[src/rtl/timer_pkg.sv]
// Shared definitions for the APB timer: FSM encoding, default widths and
// register offsets used by both the register block and the counting stage.
package timer_pkg;

  localparam int CNT_W_DEF   = 64;
  localparam int DIV_W_DEF   = 4;
  localparam int DIV_MAX_DEF = 8;

  typedef enum logic [1:0] {
    ST_IDLE = 2'd0,
    ST_RUN  = 2'd1,
    ST_HALT = 2'd2
  } timer_state_e;

  // APB register map, byte offsets
  localparam logic [11:0] TCR_OFS   = 12'h000;
  localparam logic [11:0] TDR0_OFS  = 12'h004;
  localparam logic [11:0] TDR1_OFS  = 12'h008;
  localparam logic [11:0] TCMR0_OFS = 12'h00C;
  localparam logic [11:0] TCMR1_OFS = 12'h010;
  localparam logic [11:0] TIER_OFS  = 12'h014;
  localparam logic [11:0] TISR_OFS  = 12'h018;
  localparam logic [11:0] THCSR_OFS = 12'h01C;

endpackage

[src/rtl/timer_counter_if.sv]
// Link between the register block (master) and the counting stage (slave).
// cnt_ovf exists only when TIMER_OVF_FLAG_EN is defined.
interface timer_counter_if
  import timer_pkg::*;
#(
  parameter int CNT_W = CNT_W_DEF,
  parameter int DIV_W = DIV_W_DEF
);
  // Level-based halt handshake: the master holds halt_req (qualified by
  // dbg_mode) high; the slave answers with halt_ack_status while it is
  // halted and drops it one cycle after the qualified request goes away.
  logic               timer_en;
  logic               div_en;
  logic [DIV_W-1:0]   div_val;
  logic               halt_req;
  logic               dbg_mode;
  logic               counter_clear;
  logic [1:0]         counter_write_sel;
  logic [CNT_W/2-1:0] counter_write_data;
  logic [CNT_W-1:0]   cnt_val;
  logic               halt_ack_status;
  timer_state_e       fsm_state;
`ifdef TIMER_OVF_FLAG_EN
  logic               cnt_ovf;
`endif

  modport master (
    output timer_en, div_en, div_val, halt_req, dbg_mode,
    output counter_clear, counter_write_sel, counter_write_data,
`ifdef TIMER_OVF_FLAG_EN
    input  cnt_ovf,
`endif
    input  cnt_val, halt_ack_status, fsm_state
  );

  modport slave (
    input  timer_en, div_en, div_val, halt_req, dbg_mode,
    input  counter_clear, counter_write_sel, counter_write_data,
`ifdef TIMER_OVF_FLAG_EN
    output cnt_ovf,
`endif
    output cnt_val, halt_ack_status, fsm_state
  );

endinterface

[src/rtl/timer_prescaler.sv]
// Power-of-two prescaler: tick fires once every 2^div_val cycles while running.
module timer_prescaler
  import timer_pkg::*;
#(
  parameter int DIV_W   = DIV_W_DEF,
  parameter int DIV_MAX = DIV_MAX_DEF
) (
  input  logic             sys_clk,
  input  logic             sys_rst_n,
  input  logic             run,
  input  logic             freeze,
  input  logic             clear,
  input  logic             div_en,
  input  logic [DIV_W-1:0] div_val,
  output logic             tick
);

  logic [DIV_MAX-1:0] pcnt;
  logic [DIV_MAX-1:0] limit;
  logic [DIV_W-1:0]   eff_div;

  // Out-of-range exponents are clamped rather than trusted.
  always_comb begin
    eff_div = (div_val > DIV_W'(DIV_MAX)) ? DIV_W'(DIV_MAX) : div_val;
    limit   = '0;
    for (int i = 0; i < DIV_MAX; i++) begin
      limit[i] = (i < int'(eff_div));
    end
    tick = !div_en || (eff_div == '0) || (pcnt == limit);
  end

  always_ff @(posedge sys_clk or negedge sys_rst_n) begin
    if (!sys_rst_n) begin
      pcnt <= '0;
    end else if (clear) begin
      pcnt <= '0;
    end else if (run) begin
      pcnt <= tick ? '0 : pcnt + DIV_MAX'(1);
    end else if (!freeze) begin
      pcnt <= '0;
    end
  end

endmodule

[src/rtl/timer_counter.sv]
// Counting stage of the APB timer: halt FSM, prescaler and 64-bit counter.
// Optional wrap flag cnt_ovf is built when TIMER_OVF_FLAG_EN is defined.
module timer_counter
  import timer_pkg::*;
#(
  parameter int CNT_W   = CNT_W_DEF,
  parameter int DIV_W   = DIV_W_DEF,
  parameter int DIV_MAX = DIV_MAX_DEF
) (
  input  logic            sys_clk,
  input  logic            sys_rst_n,
  timer_counter_if.slave  bus
);

  localparam int HW = CNT_W / 2;

  timer_state_e     state;
  logic             halt_ack;
  logic [CNT_W-1:0] cnt;
  logic             tick;
  logic             halt_cond;
  logic             run;
  logic             wr_any;

  assign halt_cond = bus.halt_req && bus.dbg_mode;
  assign run       = (state == ST_RUN);
  assign wr_any    = |bus.counter_write_sel;

  // Ack is registered alongside the state so it equals (state == ST_HALT).
  always_ff @(posedge sys_clk or negedge sys_rst_n) begin
    if (!sys_rst_n) begin
      state    <= ST_IDLE;
      halt_ack <= 1'b0;
    end else begin
      case (state)
        ST_IDLE: begin
          halt_ack <= 1'b0;
          if (bus.timer_en) state <= ST_RUN;
        end
        ST_RUN: begin
          if (!bus.timer_en) begin
            state    <= ST_IDLE;
            halt_ack <= 1'b0;
          end else if (halt_cond) begin
            state    <= ST_HALT;
            halt_ack <= 1'b1;
          end
        end
        ST_HALT: begin
          if (!bus.timer_en) begin
            state    <= ST_IDLE;
            halt_ack <= 1'b0;
          end else if (!halt_cond) begin
            state    <= ST_RUN;
            halt_ack <= 1'b0;
          end
        end
        default: begin
          state    <= ST_IDLE;
          halt_ack <= 1'b0;
        end
      endcase
    end
  end

  timer_prescaler #(
    .DIV_W   (DIV_W),
    .DIV_MAX (DIV_MAX)
  ) u_prescaler (
    .sys_clk   (sys_clk),
    .sys_rst_n (sys_rst_n),
    .run       (run),
    .freeze    (state == ST_HALT),
    .clear     (bus.counter_clear),
    .div_en    (bus.div_en),
    .div_val   (bus.div_val),
    .tick      (tick)
  );

  // Clear beats software write, which beats the tick increment.
  always_ff @(posedge sys_clk or negedge sys_rst_n) begin
    if (!sys_rst_n) begin
      cnt <= '0;
    end else if (bus.counter_clear) begin
      cnt <= '0;
    end else if (wr_any) begin
      if (bus.counter_write_sel[0]) cnt[HW-1:0]    <= bus.counter_write_data;
      if (bus.counter_write_sel[1]) cnt[CNT_W-1:HW] <= bus.counter_write_data;
    end else if (run && tick) begin
      cnt <= cnt + CNT_W'(1);
    end
  end

`ifdef TIMER_OVF_FLAG_EN
  logic ovf;

  always_ff @(posedge sys_clk or negedge sys_rst_n) begin
    if (!sys_rst_n) begin
      ovf <= 1'b0;
    end else if (bus.counter_clear) begin
      ovf <= 1'b0;
    end else if (!wr_any && run && tick && (&cnt)) begin
      ovf <= 1'b1;
    end
  end

  assign bus.cnt_ovf = ovf;
`endif

  assign bus.cnt_val         = cnt;
  assign bus.halt_ack_status = halt_ack;
  assign bus.fsm_state       = state;

endmodule

[src/flat_wrapper.sv]
// flat-port wrapper written by rule: the top's interface ports become plain ports
module timer_counter_flat import timer_pkg::*;
#(
  parameter int CNT_W   = CNT_W_DEF,
  parameter int DIV_W   = DIV_W_DEF,
  parameter int DIV_MAX = DIV_MAX_DEF
)
  (sys_clk, sys_rst_n, bus_timer_en, bus_div_en, bus_div_val, bus_halt_req, bus_dbg_mode, bus_counter_clear, bus_counter_write_sel, bus_counter_write_data, bus_cnt_val, bus_halt_ack_status, bus_fsm_state);
  timer_counter_if #(.CNT_W(CNT_W), .DIV_W(DIV_W)) bus_i ();
  input  logic sys_clk;
  input  logic sys_rst_n;
  input wire logic [$bits(bus_i.timer_en)-1:0] bus_timer_en;
  input wire logic [$bits(bus_i.div_en)-1:0] bus_div_en;
  input wire logic [$bits(bus_i.div_val)-1:0] bus_div_val;
  input wire logic [$bits(bus_i.halt_req)-1:0] bus_halt_req;
  input wire logic [$bits(bus_i.dbg_mode)-1:0] bus_dbg_mode;
  input wire logic [$bits(bus_i.counter_clear)-1:0] bus_counter_clear;
  input wire logic [$bits(bus_i.counter_write_sel)-1:0] bus_counter_write_sel;
  input wire logic [$bits(bus_i.counter_write_data)-1:0] bus_counter_write_data;
  output wire logic [$bits(bus_i.cnt_val)-1:0] bus_cnt_val;
  output wire logic [$bits(bus_i.halt_ack_status)-1:0] bus_halt_ack_status;
  output wire logic [$bits(bus_i.fsm_state)-1:0] bus_fsm_state;
  assign bus_i.timer_en = bus_timer_en;
  assign bus_i.div_en = bus_div_en;
  assign bus_i.div_val = bus_div_val;
  assign bus_i.halt_req = bus_halt_req;
  assign bus_i.dbg_mode = bus_dbg_mode;
  assign bus_i.counter_clear = bus_counter_clear;
  assign bus_i.counter_write_sel = bus_counter_write_sel;
  assign bus_i.counter_write_data = bus_counter_write_data;
  assign bus_cnt_val = bus_i.cnt_val;
  assign bus_halt_ack_status = bus_i.halt_ack_status;
  assign bus_fsm_state = bus_i.fsm_state;
  timer_counter #(.CNT_W(CNT_W), .DIV_W(DIV_W), .DIV_MAX(DIV_MAX)) u_core (.sys_clk(sys_clk), .sys_rst_n(sys_rst_n), .bus(bus_i));
endmodule
[config.mk]
export PLATFORM = sky130hd
export DESIGN_NAME = timer_counter_flat
export DESIGN_NICKNAME = d
export VERILOG_FILES = /design/src/rtl/timer_pkg.sv /design/src/rtl/timer_counter_if.sv /design/src/rtl/timer_prescaler.sv /design/src/rtl/timer_counter.sv /design/src/flat_wrapper.sv
export SDC_FILE = /design/constraint.sdc
export NUM_CORES = 1
export LEC_CHECK = 0
export CELL_PAD_IN_SITES_DETAIL_PLACEMENT = 0
export CELL_PAD_IN_SITES_GLOBAL_PLACEMENT = 2
export CORE_MARGIN = 2
export CORE_UTILIZATION = 32
export CTS_CLUSTER_SIZE = 12
export DETAILED_ROUTE_END_ITERATION = 10
export GPL_TIMING_DRIVEN = 1
export PLACE_DENSITY_LB_ADDON = 0.3
export RECOVER_POWER = 50
export SLEW_MARGIN = 15
export SYNTH_ARGS = -nofsm -noshare
export SYNTH_HDL_FRONTEND = slang
export SYNTH_SLANG_ARGS = --single-unit
[constraint.sdc]
create_clock -name sys_clk -period 4.3 [get_ports sys_clk]
set_clock_uncertainty 0.2 [all_clocks]
set_input_delay 1.29 -clock sys_clk [delete_from_list [all_inputs] [get_ports sys_clk]]
set_output_delay 1.29 -clock sys_clk [all_outputs]
set_load 0.02 [all_outputs]
==> flow_metrics.env <==
export IMPL_status="finished, final reports clean"
export IMPL_initial_core_util_pct=32.5
export IMPL_crit_path_end="u_core.bus.cnt_val[21]$_DFFE_PN0P_"
export IMPL_worstSetupEndpointType="flop"
export IMPL_rows=47
export IMPL_die_area_um2=17800
export IMPL_grt_pass1_wl_um=34000
export IMPL_fin_crit_ns=4.01
export IMPL_yosys_warnings=0
export IMPL_syn_nets=723
export IMPL_clock_latency_ns=0.34
export IMPL_antenna_cells=0
export IMPL_post_cts_setup_buffers=0
export IMPL_power_frac_seq_pct=40.5
export IMPL_r2r_cells=6
export IMPL_synth_area_um2=5360
export IMPL_worstHoldPathType="flop to flop"
export IMPL_vias=6174
export IMPL_critPathLaunch="bus_div_val[3]"
export IMPL_synthCells=676
export IMPL_grt_pass1_vias=5748
export IMPL_wire_per_inst_um=22.7
export IMPL_r2r_end="u_core.bus.cnt_val[58]$_DFFE_PN0P_"
export IMPL_power_density_nw_per_um2=291
export IMPL_critical_path_required_ns=4.36
export IMPL_cp_start_kind="input pin"
export IMPL_max_slew_worst_pin_slew_ns=1.46
export IMPL_worst_setup_path_type="input pin to flop"
export IMPL_syn2layout_area_growth_pct=32.5
export IMPL_rsz0062_at_grt="no"
export IMPL_irDropWorstVdd_uv=183
export IMPL_design_area_um2=7100
export IMPL_setup_viol=0
export IMPL_place_area_um2=6800
export IMPL_nets=820
export IMPL_cts_root_buffer="clkbuf_16"
export IMPL_grt_max_degree=76
export IMPL_dp_slack_ns=-0.131
export IMPL_async_flop_share_pct=100
export IMPL_r2r_setup_slack_ns=1.03
export IMPL_power_w=0.00206
export IMPL_max_slew_margin_pct=2.97
export IMPL_cts_clk_slew_worst_paths_ns=0.06
export IMPL_r2r_start="u_core.bus.cnt_val[31]$_DFFE_PN0P_"
export IMPL_routabilityCongestion=0.877
export IMPL_htreeDepth=3
export IMPL_drc_errors=0
export IMPL_yosys_most_used_dff="dfrtp_1"
export IMPL_hold_violations=0
export IMPL_wl_um=22600
export IMPL_core_area_um2=16500
export IMPL_die_height_um=133
export IMPL_drt_iter0_drc=558
export IMPL_port_buffers=111
export IMPL_cp_max_fo=16
export IMPL_synth_avg_cell_area_um2=7.93
export IMPL_synth_distinct_cells=67
export IMPL_viasPerCell=6.19
export IMPL_die_x_um=133
export IMPL_p_clk_share_pct=36.9
export IMPL_final_cell_mix="nand2_1 (88), clkdlybuf4s50_1 (79), dfrtp_1 (75)"
export IMPL_crit_chain="clkdlybuf4s50_1 > a21oi_1 > mux2_1 > or4_1 > a2bb2oi_4 > buf_12 > or3b_1 > a22oi_1"
export IMPL_cts_made_buffers=9
export IMPL_combPwrFrac_pct=22.6
export IMPL_antenna_found_initial=0
export IMPL_ios=112
export IMPL_drive_above_1_share_pct=7.85
export IMPL_max_stage_delay_ns=0.58
export IMPL_leakagePower_nw=2.59
export IMPL_synth_seq_cells=75
export IMPL_setup_slack_ns=0.288
export IMPL_final_max_slew_viol_count=0
export IMPL_intPower_w=0.00139
export IMPL_dpl_hpwl_um=15800
export IMPL_switching_share_pct=32.7
export IMPL_drt_pass1_iter_count=7
export IMPL_cts_buffer_depth=2
export IMPL_fmax_ghz=0.249
export IMPL_hold_buffers=0
export IMPL_overflow=0
export IMPL_seq_area_frac_synth_pct=35.0
export IMPL_power_switching_w=0.000674
export IMPL_grt_usage_pct=24.5
export IMPL_period_share_pct=93.3
export IMPL_clock_sinks=75
export IMPL_arrival_ns=4.07
export IMPL_slowest_stage="or4_1"
export IMPL_cap_viol_max_count=0
export IMPL_ant_nets=0
export IMPL_final_common_cell="nand2_1"
export IMPL_cts_tree="yes"
export IMPL_synth_edf_count=0
## worst min path at each step
| stage | start | to | depth (start not counted) |
|---|---|---|---|
| 6_report | u_core.bus.halt_ack_status$_DFFE_PN0P_ | u_core.bus.halt_ack_status$_DFFE_PN0P_ | 2 |
| 5_1_grt | u_core.bus.halt_ack_status$_DFFE_PN0P_ | u_core.bus.halt_ack_status$_DFFE_PN0P_ | 2 |
| 4_1_cts | u_core.bus.halt_ack_status$_DFFE_PN0P_ | u_core.bus.halt_ack_status$_DFFE_PN0P_ | 2 |
| 3_5_place_dp | u_core.bus.halt_ack_status$_DFFE_PN0P_ | u_core.bus.halt_ack_status$_DFFE_PN0P_ | 2 |
| 3_3_place_gp | u_core.u_prescaler.pcnt[2]$_DFFE_PN0P_ | u_core.u_prescaler.pcnt[2]$_DFFE_PN0P_ | 1 |
| 2_1_floorplan | u_core.u_prescaler.pcnt[2]$_DFFE_PN0P_ | u_core.u_prescaler.pcnt[2]$_DFFE_PN0P_ | 1 |
## sequential cells by signal, summed over array words and instances, names as in the netlist
register	cells
u_core.bus.cnt_val	64
u_core.u_prescaler.pcnt	8
u_core.bus.fsm_state	2
u_core.bus.halt_ack_status	1
## per-layer routing
layer / up-vias / global-route usage, % / share of wire (%)
met5: - / 0 / 0
met4: 0 / 8.10 / 2.1
met3: 35 / 3.58 / 7.0
met2: 269 / 37.5 / 46
met1: 3055 / 35.4 / 45
li1: 2815 / - / -
## worst max-delay path: cells and delay by family
family	cells	cell delay, ns
compound gates	3	0.68
buf+inv	2	0.82
simple gates	2	0.93
mux	1	0.34
## kinds of logic (layout without fill, tap and decap cells)
logic type | Yosys count | count (layout) | synth area share, %
XOR/XNOR | 3 | 3 | 0.490
flip-flops | 75 | 75 | 35.0
adder cells (fa/ha/maj) | 3 | 3 | 0.654
buffers and inverters | 62 | 162 | 4.67
multiplexers | 6 | 6 | 1.19
AND/OR/NAND/NOR | 328 | 328 | 31.6
AO/OA/AOI/OAI | 199 | 200 | 26.4
## stage by stage
stage	hold slack, ns	std cells	utilization (%)	setup TNS, ns
finish	0.379	997	43.1	0
global route	0.409	997	43.1	0
CTS	0.376	995	43.0	0
detailed placement	0.364	980	41.3	-0.345
global placement	0.349	980	41.3	-0.160
floorplan	0.303	676	-	0
## synth_stat cells, drive strengths merged (14+ instances only)
library cell	number	area [um2]
dfrtp	75	1880
buf	14	70.1
a21oi	28	140
nand2	89	334
o31a	22	193
nand4	23	144
o22ai	30	188
o311ai	14	123
o21ai	29	149
nor2	49	184
nand3	43	215
clkbuf	37	139
nor3	26	135
nor4	36	246
## power groups by stage
stage | combinational [W] | sequential [W] | clock, W
2_1_floorplan | 0.000173 | 0.000880 | 0
3_3_place_gp | 0.000463 | 0.000846 | 0
3_5_place_dp | 0.000468 | 0.000848 | 0
4_1_cts | 0.000471 | 0.000835 | 0.000765
5_1_grt | 0.000496 | 0.000845 | 0.000787
6_report | 0.000466 | 0.000837 | 0.000761
## area by class of cell
cell class                 count  area, um2
clock buffer                  13        270
clock inverter                 2       10.0
fill                        1677       9370
inverter                      11       41.3
multi-input combinational    540       3290
sequential                    75       1880
tap                          220        275
timing repair buffer         136       1340
## repair_timing
action                                  in CTS  in global routing
resized for setup                            0                  0
endpoints found under the hold margin        0                  0
endpoints found under the setup margin       0                  2
(Power assumes the default switching activity.)
